==> src/rtl/compressor_pkg.sv <==
// Shared constants and types for the token-dictionary instruction compressor.
// Code lengths, accumulator geometry and the packer state encoding live here.
package compressor_pkg;

  localparam int WIDTH       = 32;
  localparam int TOKEN_BITS  = 4;
  localparam int NUM_ENTRIES = (2 ** TOKEN_BITS) - 1;
  localparam logic [TOKEN_BITS-1:0] ESCAPE = 4'b1111;
  localparam int CNT_W       = 16;
  localparam int ACC_W       = 64;
  localparam int FILL_W      = 7;
  localparam int TOKEN_LEN   = TOKEN_BITS;
  localparam int RAW_LEN     = TOKEN_BITS + WIDTH;
  // Highest fill that still leaves room for a worst-case (raw) append.
  localparam int ACCEPT_MAX  = ACC_W - RAW_LEN;

  typedef enum logic {
    RUN   = 1'b0,
    FLUSH = 1'b1
  } state_t;

  function automatic logic [CNT_W-1:0] sat_inc(input logic [CNT_W-1:0] v);
    return (&v) ? v : v + CNT_W'(1);
  endfunction

endpackage

==> src/rtl/token_matcher.sv <==
// Loadable token table with per-entry valid bits and a parallel compare.
// The lowest-numbered valid entry equal to the instruction is reported.
module token_matcher
  import compressor_pkg::*;
(
  input  logic                  clk,
  input  logic                  reset,
  input  logic                  i_we,
  input  logic [TOKEN_BITS-1:0] i_addr,
  input  logic [WIDTH-1:0]      i_data,
  input  logic [WIDTH-1:0]      i_instr,
  output logic                  o_hit,
  output logic [TOKEN_BITS-1:0] o_index
);

  logic [NUM_ENTRIES-1:0] w_eq;

  // Entry indices stop below ESCAPE, so a write to that address selects nothing.
  generate
    for (genvar gi = 0; gi < NUM_ENTRIES; gi++) begin : g_entry
      logic [WIDTH-1:0] r_data;
      logic             r_valid;

      always_ff @(posedge clk or posedge reset) begin
        if (reset) begin
          r_data  <= '0;
          r_valid <= 1'b0;
        end else if (i_we && (i_addr == TOKEN_BITS'(gi))) begin
          r_data  <= i_data;
          r_valid <= 1'b1;
        end
      end

      assign w_eq[gi] = r_valid && (r_data == i_instr);
    end
  endgenerate

  always_comb begin
    o_hit   = |w_eq;
    o_index = '0;
    for (int i = NUM_ENTRIES - 1; i >= 0; i--) begin
      if (w_eq[i]) o_index = TOKEN_BITS'(i);
    end
  end

endmodule

==> src/rtl/instruction_compressor.sv <==
// Encodes instructions as table tokens or ESCAPE+raw and packs the
// variable-length codes LSB-first into 32-bit words.
module instruction_compressor
  import compressor_pkg::*;
(
  input  logic                  clk,
  input  logic                  reset,
  input  logic                  tbl_we,
  input  logic [TOKEN_BITS-1:0] tbl_addr,
  input  logic [WIDTH-1:0]      tbl_data,
  input  logic                  in_valid,
  output logic                  in_ready,
  input  logic [WIDTH-1:0]      in_instr,
  input  logic                  in_last,
  output logic                  out_valid,
  input  logic                  out_ready,
  output logic [WIDTH-1:0]      out_word,
  output logic                  out_last,
  output logic [CNT_W-1:0]      match_count,
  output logic [CNT_W-1:0]      raw_count
);

  localparam logic [FILL_W-1:0] L_WORD    = FILL_W'(WIDTH);
  localparam logic [FILL_W-1:0] L_ACC_MAX = FILL_W'(ACCEPT_MAX);
  localparam logic [FILL_W-1:0] L_TOKEN   = FILL_W'(TOKEN_LEN);
  localparam logic [FILL_W-1:0] L_RAW     = FILL_W'(RAW_LEN);

  state_t             r_state;
  logic [ACC_W-1:0]   r_acc;
  logic [FILL_W-1:0]  r_fill;
  logic [CNT_W-1:0]   r_match_cnt;
  logic [CNT_W-1:0]   r_raw_cnt;

  logic                  w_hit;
  logic [TOKEN_BITS-1:0] w_index;
  logic                  w_accept;
  logic                  w_emit;
  logic                  w_final;
  logic [RAW_LEN-1:0]    w_code;
  logic [FILL_W-1:0]     w_len;
  logic [ACC_W-1:0]      w_acc_sh;
  logic [FILL_W-1:0]     w_fill_sh;
  logic [ACC_W-1:0]      w_acc_next;
  logic [FILL_W-1:0]     w_fill_next;

  token_matcher u_matcher (
    .clk     (clk),
    .reset   (reset),
    .i_we    (tbl_we),
    .i_addr  (tbl_addr),
    .i_data  (tbl_data),
    .i_instr (in_instr),
    .o_hit   (w_hit),
    .o_index (w_index)
  );

  assign in_ready    = (r_state == RUN) && (r_fill <= L_ACC_MAX);
  assign out_valid   = (r_fill >= L_WORD) || ((r_state == FLUSH) && (r_fill != '0));
  assign out_word    = r_acc[WIDTH-1:0];
  assign out_last    = (r_state == FLUSH) && (r_fill != '0) && (r_fill <= L_WORD);
  assign match_count = r_match_cnt;
  assign raw_count   = r_raw_cnt;

  assign w_accept = in_valid && in_ready;
  assign w_emit   = out_valid && out_ready;
  assign w_final  = w_emit && out_last;
  assign w_code   = w_hit ? RAW_LEN'(w_index) : {in_instr, ESCAPE};
  assign w_len    = w_hit ? L_TOKEN : L_RAW;

  // Bits above fill are kept zero, so the final word is padded for free.
  always_comb begin
    w_acc_sh  = r_acc;
    w_fill_sh = r_fill;
    if (w_emit) begin
      w_acc_sh  = r_acc >> WIDTH;
      w_fill_sh = (r_fill >= L_WORD) ? (r_fill - L_WORD) : '0;
    end
    w_acc_next  = w_acc_sh;
    w_fill_next = w_fill_sh;
    if (w_accept) begin
      w_acc_next  = w_acc_sh | ({{(ACC_W-RAW_LEN){1'b0}}, w_code} << w_fill_sh);
      w_fill_next = w_fill_sh + w_len;
    end
    if (w_final) begin
      w_acc_next  = '0;
      w_fill_next = '0;
    end
  end

  always_ff @(posedge clk or posedge reset) begin
    if (reset) begin
      r_state     <= RUN;
      r_acc       <= '0;
      r_fill      <= '0;
      r_match_cnt <= '0;
      r_raw_cnt   <= '0;
    end else begin
      r_acc  <= w_acc_next;
      r_fill <= w_fill_next;
      case (r_state)
        RUN:     if (w_accept && in_last) r_state <= FLUSH;
        FLUSH:   if (w_final) r_state <= RUN;
        default: r_state <= RUN;
      endcase
      if (w_accept && w_hit)  r_match_cnt <= sat_inc(r_match_cnt);
      if (w_accept && !w_hit) r_raw_cnt   <= sat_inc(r_raw_cnt);
    end
  end

endmodule

==> config.mk <==
export PLATFORM = sky130hd
export DESIGN_NAME = instruction_compressor
export DESIGN_NICKNAME = d
export VERILOG_FILES = /design/src/rtl/compressor_pkg.sv /design/src/rtl/token_matcher.sv /design/src/rtl/instruction_compressor.sv
export SDC_FILE = /design/constraint.sdc
export NUM_CORES = 2
export LEC_CHECK = 0
export ABC_AREA = 1
export CAP_MARGIN = 25
export CORE_AREA = 5 5 337 339
export CTS_BUF_LIST = sky130_fd_sc_hd__clkbuf_16
export CTS_CLUSTER_DIAMETER = 30
export DETAILED_ROUTE_END_ITERATION = 7
export DIE_AREA = 0 0 342 344
export DONT_BUFFER_PORTS = 1
export GPL_TIMING_DRIVEN = 0
export SLEW_MARGIN = 40
export SYNTH_ARGS = -nofsm -noshare
export SYNTH_HDL_FRONTEND = slang
export SYNTH_SLANG_ARGS = --single-unit
==> constraint.sdc <==
create_clock -name clk -period 27.6 [get_ports clk]
set_input_delay 5.52 -clock clk [delete_from_list [all_inputs] [get_ports clk]]
set_output_delay 5.52 -clock clk [all_outputs]
set_load 0.005 [all_outputs]
==> metrics.md <==
| Metric | Value |
|---|---|
| Status | complete, no violations |
| WP buf/inv | 3 |
| Row Count | 122 |
| Final Power | between 4 and 5 mW |
| Sequential area share after synthesis | 42.9% |
| Final Wtd Congestion | approximately 1.0 |
| Post-CTS setup buffer count | 0 |
| Arrival time at the worst endpoint | around 10 ns |
| Drt drc | 0 |
| Die Wd | ~340 µm |
| Period utilization | 34.1% |
| CP max-delay cell | buf_2 |
| Layout fillers | approximately 12000 |
| Internal power | roughly 2.7 mW |
| Global route total overflow | 0 |
| Worst Path Required | 28.24 ns |
| Unique masters post-synth | ~70 |
| Post-CTS Hold Fix Bufs | 0 |
| Crit path top cell by count | nand2_1 |
| CP top delay family | simple AND/OR/NAND/NOR gates |
| Most frequent cells in the layout | 1571 x nand2_1, 619 x o21ai_0, 599 x dfrtp_1 |
| Register area | around 15000 µm² |
| Multi-input gate area | roughly 17000 µm² |
| Post-DP HPWL | ~130000 µm |
| Nets@finish | 5029 |
| Max_cap viols | 0 |
| Placed insts | ~6300 |
| PortBufs | 0 |
| Clock Path Buffers | 3 |
| Final-report hold violation count | 0 |
| Vias | roughly 38000 |
| Initial DRC count | approximately 5300 |
| Setup_tns | 0 ns |
| Sink Count | 599 |
| Drt pass-1 iters | 6 |
| Worst slew pin tran | ~0.86 ns |
| Post-CTS sizing | 0 |
| Peak VDD IR | between 40 and 50 µV |
| Final ANT Viol Nets | 0 |
| Synth Flop Type | dfrtp_1 |
| Syn_nets | just under 5000 |
| Total GRT Usage | between 30 and 40% |
| Post-synth ARST share | between 90% and 100% |
| Die ar. | about 120000 µm² |
| Worst Hold Class | flop to flop |
| Critical path type | input pin to flop |
| Switching power | 1.48 mW |
| CP cell instances | inv_2, buf_2, buf_2, o22ai_1, nor2_1, nand4_1, nor4_1, nand3_1, nand4_1, nand2_1, nand3_1, o21ai_0, nand2_1, nand3_1, nand2_1, nand2_1, nand2_1, nor2_1, o22ai_1, nand2_1 |
| Core footprint | 110000 µm² |
| Register-to-Register Setup Slack | 23.63 ns |
| Routed wire per std cell | ~29 µm |
| Vias in the first global route | 35428 |
| Flops & latches, synth | between 500 and 600 |
| Mean Syn Cell Area | 7.33 µm² |
| Die Ht | 344 µm |
| Fmax | 106 MHz |
| Largest net degree at the start of global routing | 80 |
| Initial core utilization | 31.8% |
| Min cycle time layout | between 9 and 10 ns |
| RSZ-0062 raised after global routing | false |
| Finished Layout Cells | ~6600 |
| CTS Buf Count | roughly 160 |
| First-pass GRT wire length | 262000 µm |
| Setup crit start | in_instr[11] |
| CTS root buf | clkbuf_16 |
| Worst-skew pair later-pin latency | approximately 0.80 ns |
| Pwr per Cell Area | 97.9 nW/µm² |
| Sequential Power Share | 29.5% |
| Layout cells sized above 1 | 12.5% |
| # H-tree levels | 4 |
| Crit path launch type | input pin |
| Reg-to-Reg Start | r_fill[5] |
| Final setup vio count | 0 |
| Slew Viols, Final | 0 |
| Hold Startpoint | u_matcher.g_entry[12].r_valid |
| Clk pin slew, worst setup/hold paths | roughly 0.050 ns |
| Vias per Instance | between 5 and 6 |
| Drt total wl | between 150000 and 200000 µm |
| Max FO, Critical Path | 10 |
| Clock share of power | 46.0% |
| Commonest non-fill, non-tap cell in the layout | nand2_1 |
| CTS tree | built |
| Final Skew | ~0.066 ns |
| Logic gate share of total power | 24.5% |
| Sw frac | between 30% and 40% |
| Number of synthesized flops with an enable pin | 0 |
| Finished Core Util | roughly 39% |
| Largest stage delay on the critical path | between 0.5 and 0.6 ns |
| Synth warnings | 0 |
| Worst rel slew slack | approximately 43% |
| Top Ports | 141 |
| Initial antenna violation count | 34 |
| Crit end category | flop |
| Area Overhead vs Synth | 22.8% |
| Cell area after synthesis | ~35000 µm² |
| Cell count after synthesis | 4771 |
| Leak | about 20 nW |
-- logic make-up after synthesis --
| kind of cell | count (synthesis) | synth area share (%) |
|---|---|---|
| muxes | 23 | 0.658 |
| AOI/OAI and AO/OA | 857 | 13.1 |
| buffers and inverters | 674 | 8.57 |
| adders and majority gates | 6 | 0.215 |
| and+or+nand+nor | 2446 | 30.5 |
| xor gates and xnor gates | 166 | 4.16 |
| DFF | 599 | 42.9 |
-- synthesized netlist by cell type, drive strengths merged (9+ instances only) --
cell     number  area [µm²]
nand2      1584        6000
o21ai       689        3460
dfrtp       599       15000
inv         342        1290
nor2        243         937
nand3       183         943
clkbuf      178         669
buf         149        1020
nand4       137         857
or2         123         769
xnor2       103         902
nor4         75         469
xor2         63         552
o22ai        62         394
a21oi        49         249
nor3         48         283
mux2i        23         230
o2111ai      21         184
nor3b        11        87.6
and2          9        62.6
and3          9        56.3
nand3b        9        67.6
-- worst paths after layout --
check | end | depth (start not counted)
setup / recovery | r_acc[45] | 20
hold / removal | u_matcher.g_entry[12].r_valid | 2
setup reg to reg | r_acc[49] | 16
hold reg to reg | u_matcher.g_entry[12].r_valid | 2
max in group asynchronous | u_matcher.g_entry[4].r_data[26] | 5
min in group asynchronous | r_acc[44] | 1
-- power by group through the flow --
stage          Clock [mW]  Sequential, mW  Combinational, mW
2_1_floorplan           0            1.19              0.688
3_3_place_gp            0            1.24              0.983
3_5_place_dp            0            1.24              0.999
4_1_cts              1.94            1.23               1.00
5_1_grt              2.00            1.26               1.12
6_report             1.93            1.24               1.03
-- flip-flops by register name (all words and copies together), names as in the netlist --
signal / count
r_acc: 64
raw_count: 16
u_matcher.g_entry.r_valid: 15
match_count: 16
r_fill: 7
u_matcher.g_entry.r_data: 480
r_state: 1
-- worst min-delay path, stage by stage, from the launching register on --
cell     delay (ns)
dfrtp_1        0.32
inv_1          0.05
nand2_1        0.06
-- area by class of cell --
cell class / instances / share of cell area (%)
antenna: 20 / 0.117
buffer: 327 / 4.06
clock buffer: 165 / 9.62
clock inverter: 131 / 3.52
inverter: 347 / 3.06
multi-input combinational: 3498 / 39.6
sequential: 599 / 34.9
tap: 1488 / 4.34
timing repair buffer: 14 / 0.810
-- per-stage QoR --
stage,worst slack (ns),instance area [µm²],hold WS (ns)
5_1_grt,18.24,42900,0.466
6_report,18.18,42900,0.463
2_1_floorplan,5.31,35000,0.422
3_3_place_gp,-2.15,36800,0.438
4_1_cts,18.50,42900,0.460
3_5_place_dp,17.70,37200,0.449
-- metal layers --
metal / vias to the layer above / track usage (%) / part of all wire, %
met1: 18094 / 39.8 / 39
met3: 752 / 9.34 / 12
li1: 16089 / - / -
met2: 2592 / 45.7 / 41
met5: - / 0 / 0.056
met4: 16 / 21.6 / 8.0
Power figures use the tool's default switching activity.
